File: src/rtl/tlc_pkg.sv
`default_nettype none
// +----------------------------------------------------------------------+
// | Package  : tlc_pkg                                                   |
// | Purpose  : Shared lamp codes and phase encodings for the two-road    |
// |            traffic-light phase sequencer.                            |
// | Revision : 1.0 - initial release                                     |
// +----------------------------------------------------------------------+
package tlc_pkg;

    // Lamp drive codes (one per road)
    typedef logic [1:0] lamp_t;
    localparam lamp_t LAMP_G = 2'b00;
    localparam lamp_t LAMP_Y = 2'b01;
    localparam lamp_t LAMP_R = 2'b10;

    // Phase encodings; 5..7 are unused and recover to S_AG
    typedef logic [2:0] state_t;
    localparam state_t S_AG   = 3'd0;
    localparam state_t S_AY   = 3'd1;
    localparam state_t S_BG   = 3'd2;
    localparam state_t S_BY   = 3'd3;
    localparam state_t S_WALK = 3'd4;

endpackage
`default_nettype wire

File: src/rtl/tlc_phase_timer.sv
`default_nettype none
// +----------------------------------------------------------------------+
// | Module   : tlc_phase_timer                                           |
// | Purpose  : Cycles-since-phase-entry counter. Saturates at all-ones   |
// |            so long dwell times never wrap back below a threshold.    |
// | Revision : 1.0 - initial release                                     |
// +----------------------------------------------------------------------+
module tlc_phase_timer #(
    parameter int CNT_W = 8
) (
    input  logic             clk,
    input  logic             rst,
    input  logic             clr,
    output logic [CNT_W-1:0] cnt
);

    logic [CNT_W-1:0] r_cnt;

    // Clear on reset or phase change, otherwise count up and hold at max
    always_ff @(posedge clk) begin
        if (rst || clr) begin
            r_cnt <= '0;
        end else if (r_cnt != {CNT_W{1'b1}}) begin
            r_cnt <= r_cnt + 1'b1;
        end
    end

    assign cnt = r_cnt;

endmodule
`default_nettype wire

File: src/rtl/tlc_phase_sched.sv
`default_nettype none
// +----------------------------------------------------------------------+
// | Module   : tlc_phase_sched                                           |
// | Purpose  : Timed phase sequencer for a two-road traffic light with   |
// |            yellow timing, minimum green, max-green anti-starvation   |
// |            and an optional all-red pedestrian walk phase.            |
// | Config   : define PED_WALK_EN to build the pedestrian walk phase.    |
// | Revision : 1.0 - initial release                                     |
// +----------------------------------------------------------------------+
module tlc_phase_sched
    import tlc_pkg::*;
#(
    parameter int YELLOW_CYC    = 5,
    parameter int MIN_GREEN_CYC = 10,
    parameter int MAX_GREEN_CYC = 60,
    parameter int WALK_CYC      = 20,
    parameter int CNT_W         = 8
) (
    input  logic       clk,
    input  logic       reset,
    input  logic       Ta,
    input  logic       Tb,
    input  logic       ped_req,
    output logic [1:0] La,
    output logic [1:0] Lb,
    output logic       walk,
    output logic [2:0] state
);

    // Last counter value of each timed interval (cnt is 0 on phase entry)
    localparam logic [CNT_W-1:0] c_yel_last  = CNT_W'(YELLOW_CYC - 1);
    localparam logic [CNT_W-1:0] c_min_last  = CNT_W'(MIN_GREEN_CYC - 1);
    localparam logic [CNT_W-1:0] c_max_last  = CNT_W'(MAX_GREEN_CYC - 1);
    localparam logic [CNT_W-1:0] c_walk_last = CNT_W'(WALK_CYC - 1);

    state_t           r_state;
    state_t           w_next;
    logic [CNT_W-1:0] w_cnt;
    logic             w_clr;
    logic             w_ped_pend;
    lamp_t            w_la;
    lamp_t            w_lb;
    logic             w_walk;

    // Phase counter restarts whenever the phase changes
    assign w_clr = (w_next != r_state);

    tlc_phase_timer #(
        .CNT_W (CNT_W)
    ) u_timer (
        .clk (clk),
        .rst (reset),
        .clr (w_clr),
        .cnt (w_cnt)
    );

`ifdef PED_WALK_EN
    logic r_ped_pend;
    logic r_next_road;   // 1: walk resumes on road B green, 0: road A green

    // Latch pedestrian requests outside the walk phase; entry to walk consumes it
    always_ff @(posedge clk) begin
        if (reset) begin
            r_ped_pend <= 1'b0;
        end else if ((w_next == S_WALK) && (r_state != S_WALK)) begin
            r_ped_pend <= 1'b0;
        end else if (ped_req && (r_state != S_WALK)) begin
            r_ped_pend <= 1'b1;
        end
    end

    // Remember which green the interrupted yellow was heading to
    always_ff @(posedge clk) begin
        if (reset) begin
            r_next_road <= 1'b0;
        end else if ((w_next == S_WALK) && (r_state == S_AY)) begin
            r_next_road <= 1'b1;
        end else if ((w_next == S_WALK) && (r_state == S_BY)) begin
            r_next_road <= 1'b0;
        end
    end

    assign w_ped_pend = r_ped_pend;
`else
    assign w_ped_pend = 1'b0;

    // Walk feature absent: request input and walk timing are intentionally unused
    logic w_unused;
    assign w_unused = ^{ped_req, c_walk_last, w_ped_pend};
`endif

    // Phase register
    always_ff @(posedge clk) begin
        if (reset) begin
            r_state <= S_AG;
        end else begin
            r_state <= w_next;
        end
    end

    // Next-phase selection and lamp decode from the registered phase only
    always_comb begin
        w_next = r_state;
        w_la   = LAMP_R;
        w_lb   = LAMP_R;
        w_walk = 1'b0;
        case (r_state)
            S_AG: begin
                w_la = LAMP_G;
                if ((w_cnt >= c_min_last) && (!Ta || (Tb && (w_cnt >= c_max_last)))) begin
                    w_next = S_AY;
                end
            end
            S_AY: begin
                w_la = LAMP_Y;
                if (w_cnt == c_yel_last) begin
`ifdef PED_WALK_EN
                    w_next = w_ped_pend ? S_WALK : S_BG;
`else
                    w_next = S_BG;
`endif
                end
            end
            S_BG: begin
                w_lb = LAMP_G;
                if ((w_cnt >= c_min_last) && (!Tb || (Ta && (w_cnt >= c_max_last)))) begin
                    w_next = S_BY;
                end
            end
            S_BY: begin
                w_lb = LAMP_Y;
                if (w_cnt == c_yel_last) begin
`ifdef PED_WALK_EN
                    w_next = w_ped_pend ? S_WALK : S_AG;
`else
                    w_next = S_AG;
`endif
                end
            end
`ifdef PED_WALK_EN
            S_WALK: begin
                w_walk = 1'b1;
                if (w_cnt == c_walk_last) begin
                    w_next = r_next_road ? S_BG : S_AG;
                end
            end
`endif
            default: begin
                w_next = S_AG;
            end
        endcase
    end

    assign La    = w_la;
    assign Lb    = w_lb;
    assign walk  = w_walk;
    assign state = r_state;

endmodule
`default_nettype wire

File: config.mk
export PLATFORM = sky130hd
export DESIGN_NAME = tlc_phase_sched
export DESIGN_NICKNAME = d
export VERILOG_FILES = /design/src/rtl/tlc_pkg.sv /design/src/rtl/tlc_phase_timer.sv /design/src/rtl/tlc_phase_sched.sv
export SDC_FILE = /design/constraint.sdc
export NUM_CORES = 1
export LEC_CHECK = 0
export CAP_MARGIN = 40
export CELL_PAD_IN_SITES_DETAIL_PLACEMENT = 0
export CELL_PAD_IN_SITES_GLOBAL_PLACEMENT = 1
export CORE_AREA = 5 5 59 61
export CTS_CLUSTER_SIZE = 14
export DETAILED_ROUTE_END_ITERATION = 6
export DIE_AREA = 0 0 64 66
export PLACE_DENSITY_LB_ADDON = 0.1
export SETUP_SLACK_MARGIN = 0.15
export SYNTH_ARGS = -nofsm -noshare
export SYNTH_HDL_FRONTEND = slang
export SYNTH_HIERARCHICAL = 1
export SYNTH_SLANG_ARGS = --single-unit
File: constraint.sdc
create_clock -name clk -period 3 [get_ports clk]
set_input_delay 0.6 -clock clk [delete_from_list [all_inputs] [get_ports clk]]
set_output_delay 0.6 -clock clk [all_outputs]
set_load 0.01 [all_outputs]
======== Yosys cells after proc, flatten, opt, wreduce, memory -nomap -nowiden ========
Cells that the tools add are included.
word-level totals
  word-level logic and storage cells ...... 28
  flip-flop bits (word level) ............. 11
  output and inout port bits .............. 8
  bits of input ports ..................... 5
cells by class
  reduce and logical (&&, ||, !) cells .... 10
  eq/ne operators ......................... 6
  order comparisons ....................... 2
  add/subtract/negate cells ............... 1
  multiplexer cells ....................... 7
operators by type and width
  kind                                                                   number
  3-bit two-way mux                                                      4
  3-bit case mux with 4 select lines                                     1
  8-bit by 1-bit adder with 8-bit output, second input constant          1
  8-bit by 3-bit equality test with 1-bit output, second input constant  1
  8-bit by 4-bit >= comparator with 1-bit output, second input constant  1
  8-bit by 6-bit >= comparator with 1-bit output, second input constant  1
  8-bit inequality test, second input constant                           1
  2-bit case mux with 2 select lines                                     2
  3-bit by 2-bit equality test with 1-bit output, second input constant  2
  1-bit logical AND                                                      4
  3-bit by 1-bit equality test with 1-bit output, second input constant  1
  3-bit zero test                                                        1
  1-bit logical OR                                                       3
  3-bit inequality test                                                  1
  1-bit zero test                                                        2

======== Longest topological paths before layout ========
  depth after elaboration ................. 8
  depth in mapped cells ................... 7
  gate-level depth less buffers ........... 6

======== Modules after synthesis ========
Netlist, hierarchy kept.
by module, submodules not included
  module           cells each  sequential area each (µm²)  area each (µm²)  instances
  tlc_phase_timer  50          160.2                       422.9            1
  tlc_phase_sched  35          60.1                        275.3            1

======== Least setup slack after synthesis ========
Ideal clock, no wire load.
  path type ............................... register to register
  from .................................... register u_timer.r_cnt[5], in the netlist u_timer/cnt[5]
  to ...................................... register u_timer.r_cnt[6], in the netlist u_timer/cnt[6]
  setup slack ............................. 1.162 ns
  data arrival time ....................... 1.760 ns
  path buffers ............................ 1
  data required time ...................... 2.922 ns
  period minus slack after synthesis ...... 1.838 ns
  cell stages (with the launch flop) ...... 8
  library setup time ...................... 0.078 ns
  cells stage by stage .................... dfxtp_1 > nor4_4 > o22ai_1 > a32oi_1 > a21oi_1 > or2_2 > clkbuf_2 > nor3_1
on the way
  longest elaborated chain between the ends .. 8
  elaborated cells between the ends (all ways) .. 18
  those cells by class .................... 1 x add/sub; 2 x order compare; 3 x eq/ne; 5 x mux; 7 x reduce/logical
RTL lines
  element                                         line                                            source
  from (decl)                                     tlc_phase_timer.sv:17                           logic [CNT_W-1:0] r_cnt;
  from (signal assigned)                          tlc_phase_timer.sv:24                           r_cnt <= r_cnt + 1'b1;
  8-bit by 6-bit >= comparator with 1-bit output  tlc_phase_sched.sv:110, tlc_phase_sched.sv:126
  1-bit logical AND (on tied branches)            tlc_phase_sched.sv:126, tlc_phase_sched.sv:110
  1-bit logical OR (on tied branches)             tlc_phase_sched.sv:126, tlc_phase_sched.sv:110
  1-bit logical AND (on tied branches)            tlc_phase_sched.sv:126, tlc_phase_sched.sv:110
  3-bit two-way mux (on tied branches)            tlc_phase_sched.sv:126, tlc_phase_sched.sv:110
  3-bit case mux with 4 select lines *            tlc_phase_sched.sv:107                          case (r_state)
  3-bit inequality test *                         tlc_phase_sched.sv:46                           assign w_clr = (w_next != r_state);
  named net w_clr                                 tlc_phase_sched.sv:39                           logic w_clr;
  1-bit logical OR *                              tlc_phase_timer.sv:21                           if (rst || clr) begin
The timed path passes the listed nets; every way through them passes the cells marked *.
A chain may end at the register's enable or synchronous reset.

======== Worst setup path in the final report ========
  from .................................... register r_state[2], in the netlist state[2]
  to ...................................... output port Lb[1]
on the way
  longest elaborated chain between the ends .. 2
  elaborated cells between the ends (all ways) .. 3
  those cells by class .................... 2 x eq/ne; 1 x mux
RTL lines
  element                                         line                    source
  from (decl)                                     tlc_phase_sched.sv:36   state_t r_state;
  from (signal assigned)                          tlc_phase_sched.sv:97   r_state <= w_next;
  3-bit by 2-bit equality test with 1-bit output  tlc_phase_sched.sv:107
  2-bit case mux with 2 select lines *            tlc_phase_sched.sv:107
  to (decl)                                       tlc_phase_sched.sv:25   output logic [1:0] Lb,
Mark *: on every way between the ends. The rest lies on a longest branch, timed or not.

==> qor.txt <==
clock sink total: 11
Clock Root Buffer: sky130_fd_sc_hd__clkbuf_4
post-layout utilization of the core: 28.8%
detail-routed via count per cell: 5.19
antenna violations before repair: 0
final setup violation count: 0
share of final-layout standard cells stronger than drive strength 1: 13.5%
Ant. Diodes: 0
Clk Latency, worst-skew pair: 270 ps
remaining design rule violation count: 0
portion of the post-synthesis area used by sequential elements: 31.5%
sum of overflow across all layers after global routing: 0
Period minus WS final: 2170 ps
Post-Layout Inst Area: 842 µm²
peak clock frequency supported by timing: 460 MHz
Pleak: 0.254 nW
Sequential Power Share: 54.8%
maximum level of the CTS H-tree: 1
number of gates resized after CTS: 0
area of the multi-input gates: 439 µm²
area of the die: 4220 µm²
end of the worst hold path: state[0]$_SDFF_PP0_
crit path capture type: output port
Pwr per Cell Area: 332 nW/µm²
First DRT Iteration DRCs: 28
number of buffers inserted during clock tree synthesis: 3
critical path startpoint: state[2]$_SDFF_PP0_
Register-to-Register Path Depth: 6
largest net degree at the start of global routing: 13
endpoint required time on the critical path: 2400 ps
wire length of the first global-routing pass: 3170 µm
Worst EP arrival: 1570 ps
Register-to-Register Setup Slack: 1000 ps
placed inst area: 816 µm²
final-layout fill cell count: 323
RSZ-0062 raised after global routing: false
global-route total usage across every layer: 9.43%
category of the critical setup timing path: reg -> out
minimum hold slack: 574 ps
via count of the first global-routing pass: 701
routed wire length: 1780 µm
total number of vias: 670
post-detail-place hpwl: 1310 µm
CTS tree: built
number of max-capacitance violations reported: 0
Syn-to-layout area delta: 20.6%
status: finished clean
number of port buffers: 10
proportion of power drawn by combinational gates: 7.2%
launching element type of the critical path: flip-flop
die outline width: 64 µm
IO Count: 13
Sum Neg Setup Slack: 0 ps
Post-Syn Area: 698 µm²
worst clock skew on the final layout: 7.43 ps
synthesized instance count: 85
startpoint of the worst hold path: state[2]$_SDFF_PP0_
sequential cell area in the final layout: 220 µm²
remaining number of nets flagged by the antenna check after routing: 0
total core area: 2930 µm²
post-CTS setup buffers: 0
final cycle utilization of the critical path: 72.5%
Max clock buf depth: 2
Synth Area per Inst: 8.21 µm²
count of hold-fix buffers inserted at cts: 0
number of endpoints with negative hold slack in the final report: 0
RePlAce Congestion: 0.715
Die H: 66 µm
worst-case vdd ir drop: 0.000123 V
starting density of the core: 23.8%
share of total power in the clock network: 38.0%
net switching fraction of the power: 25.0%
final layout net count: 103
Slew Viols, Final: 0
post-synthesis cell type count: 35
hold depth: 1
reg-to-reg critical path startpoint: u_timer/cnt[5]$_SDFFE_PP0P_
design internal power: 0.000210 W
highest fanout seen on the critical path: 8
average wire per cell in the routed design: 13.8 µm
Warnings, synthesis: 6
clock-pin slew reported for the worst setup and hold paths after clock tree synthesis: 70 ps
Std-Cell Rows: 20
DRT Pass-1 Iters: 2
switching power total: 0.0000700 W
worst r2r dst: u_timer/cnt[0]$_SDFFE_PP0P_
type of the worst min-delay path: reg -> reg
number of storage elements in the synthesis netlist: 11
## cell usage after synthesis
library cell | instances | share of area (%)
sky130_fd_sc_hd__and3_1 | 2 | 1.8
sky130_fd_sc_hd__a21oi_1 | 5 | 3.6
sky130_fd_sc_hd__a31oi_1 | 3 | 2.7
sky130_fd_sc_hd__nor2_1 | 6 | 3.2
sky130_fd_sc_hd__and4_1 | 1 | 1.3
sky130_fd_sc_hd__a211oi_2 | 2 | 3.6
sky130_fd_sc_hd__or2_1 | 1 | 0.90
sky130_fd_sc_hd__nand3_1 | 5 | 3.6
sky130_fd_sc_hd__nor3_1 | 8 | 5.7
sky130_fd_sc_hd__a31o_2 | 1 | 1.3
sky130_fd_sc_hd__nor4_1 | 1 | 0.90
sky130_fd_sc_hd__and2b_2 | 1 | 1.3
sky130_fd_sc_hd__dfxtp_1 | 11 | 32
sky130_fd_sc_hd__a32oi_1 | 1 | 1.3
sky130_fd_sc_hd__nor2b_1 | 1 | 0.90
sky130_fd_sc_hd__or2_2 | 1 | 0.90
sky130_fd_sc_hd__buf_4 | 3 | 3.2
sky130_fd_sc_hd__or2b_2 | 1 | 1.3
sky130_fd_sc_hd__o21ai_0 | 4 | 2.9
sky130_fd_sc_hd__nand2_1 | 2 | 1.1
sky130_fd_sc_hd__clkbuf_2 | 1 | 0.72
sky130_fd_sc_hd__nand4_1 | 6 | 5.4
sky130_fd_sc_hd__a211oi_1 | 1 | 1.1
sky130_fd_sc_hd__nor4_4 | 1 | 3.0
sky130_fd_sc_hd__a21boi_0 | 1 | 1.1
sky130_fd_sc_hd__or3_1 | 1 | 0.90
sky130_fd_sc_hd__nor3b_1 | 1 | 1.1
sky130_fd_sc_hd__inv_1 | 4 | 2.1
sky130_fd_sc_hd__nor3_2 | 2 | 2.9
sky130_fd_sc_hd__o22ai_1 | 1 | 0.90
sky130_fd_sc_hd__ha_1 | 1 | 1.8
sky130_fd_sc_hd__o211ai_1 | 2 | 2.1
sky130_fd_sc_hd__xor2_1 | 1 | 1.3
sky130_fd_sc_hd__conb_1 | 1 | 0.54
sky130_fd_sc_hd__o32ai_2 | 1 | 2.3
## area by class of cell
class	count	share of cell area (%)
flip-flops and latches	11	26.2
multi-input cells	67	52.2
well taps	33	4.90
inverters	4	1.78
clock buffers	4	3.12
repair buffers	10	11.9
## how the worst max path moves through the flow
stage	to	slack, ps	cells after the start
5_1_grt	Lb[1]	720	3
3_5_place_dp	u_timer/cnt[7]$_SDFFE_PP0P_	680	7
6_report	Lb[1]	830	3
3_3_place_gp	u_timer/cnt[0]$_SDFFE_PP0P_	700	7
2_1_floorplan	u_timer/cnt[6]$_SDFFE_PP0P_	1160	7
4_1_cts	Lb[1]	790	3
## sequential cells by signal (all words and copies together) (netlist names)
register / flops
u_timer/cnt: 8
state: 3
## metal layers
layer  global-route usage, %  vias up  routed length [µm]
met5                       0        -                   0
met4                    4.68        0                  15
met3                    3.40        4                  81
met2                    15.7       10                 856
met1                    10.5      311                 824
li1                        -      345                   -
## cells in the final DEF (no fill, tap or decap)
cell and n:
sky130_fd_sc_hd__o32ai_2 1, sky130_fd_sc_hd__a32oi_1 1, sky130_fd_sc_hd__a21boi_0 1, sky130_fd_sc_hd__nor3_2 2, sky130_fd_sc_hd__nor2_1 6, sky130_fd_sc_hd__or2_2 1
sky130_fd_sc_hd__a211oi_1 1, sky130_fd_sc_hd__clkbuf_4 3, sky130_fd_sc_hd__dfxtp_1 11, sky130_fd_sc_hd__clkbuf_1 1, sky130_fd_sc_hd__nor4_4 1, sky130_fd_sc_hd__o21ai_0 4
sky130_fd_sc_hd__a211oi_2 2, sky130_fd_sc_hd__and4_1 1, sky130_fd_sc_hd__or2_1 1, sky130_fd_sc_hd__a31oi_1 3, sky130_fd_sc_hd__nor3_1 8, sky130_fd_sc_hd__and3_1 2
sky130_fd_sc_hd__or3_1 1, sky130_fd_sc_hd__clkdlybuf4s50_1 10, sky130_fd_sc_hd__nand2_1 2, sky130_fd_sc_hd__nor3b_1 1, sky130_fd_sc_hd__nor4_1 1, sky130_fd_sc_hd__nor2b_1 1
sky130_fd_sc_hd__and2b_2 1, sky130_fd_sc_hd__conb_1 2, sky130_fd_sc_hd__o211ai_1 2, sky130_fd_sc_hd__a31o_2 1, sky130_fd_sc_hd__nand4_1 6, sky130_fd_sc_hd__inv_1 4
sky130_fd_sc_hd__or2b_2 1, sky130_fd_sc_hd__o22ai_1 1, sky130_fd_sc_hd__nand3_1 5, sky130_fd_sc_hd__ha_1 1, sky130_fd_sc_hd__a21oi_1 5, sky130_fd_sc_hd__xor2_1 1
## critical path: stages, from the launching register on
cell and delay [ps]:
sky130_fd_sc_hd__dfxtp_1 450, sky130_fd_sc_hd__and2b_2 260, sky130_fd_sc_hd__inv_1 70, sky130_fd_sc_hd__clkdlybuf4s50_1 530
## power by group through the flow
| stage | clock network, W | logic (W) | registers, W |
|---|---|---|---|
| floorplan | 0 | 0.0000122 | 0.000155 |
| global placement | 0 | 0.0000206 | 0.000157 |
| detailed placement | 0 | 0.0000205 | 0.000157 |
| CTS | 0.000112 | 0.0000206 | 0.000153 |
| global route | 0.000122 | 0.0000230 | 0.000154 |
| finish | 0.000106 | 0.0000203 | 0.000153 |
## through the flow
step                instances  worst slack (ps)  power (W)
floorplan                  86              1160   0.000167
global placement          125               702   0.000177
detailed placement        125               678   0.000177
CTS                       129               794   0.000286
global route              129               724   0.000299
finish                    129               826   0.000280
## cell families (layout without fill, tap and decap cells)
| logic type | count (synthesis) | count (layout) | synth area share (%) |
|---|---|---|---|
| adder cells (fa/ha/maj) | 1 | 1 | 1.79 |
| XOR/XNOR | 1 | 1 | 1.25 |
| AND/OR/NAND/NOR | 41 | 41 | 36.0 |
| other | 1 | 2 | 0.537 |
| AO/OA/AOI/OAI | 22 | 22 | 22.8 |
| flip-flops | 11 | 11 | 31.5 |
| buffers and inverters | 8 | 18 | 6.09 |
Note: power is estimated with default switching activity, not from simulation.
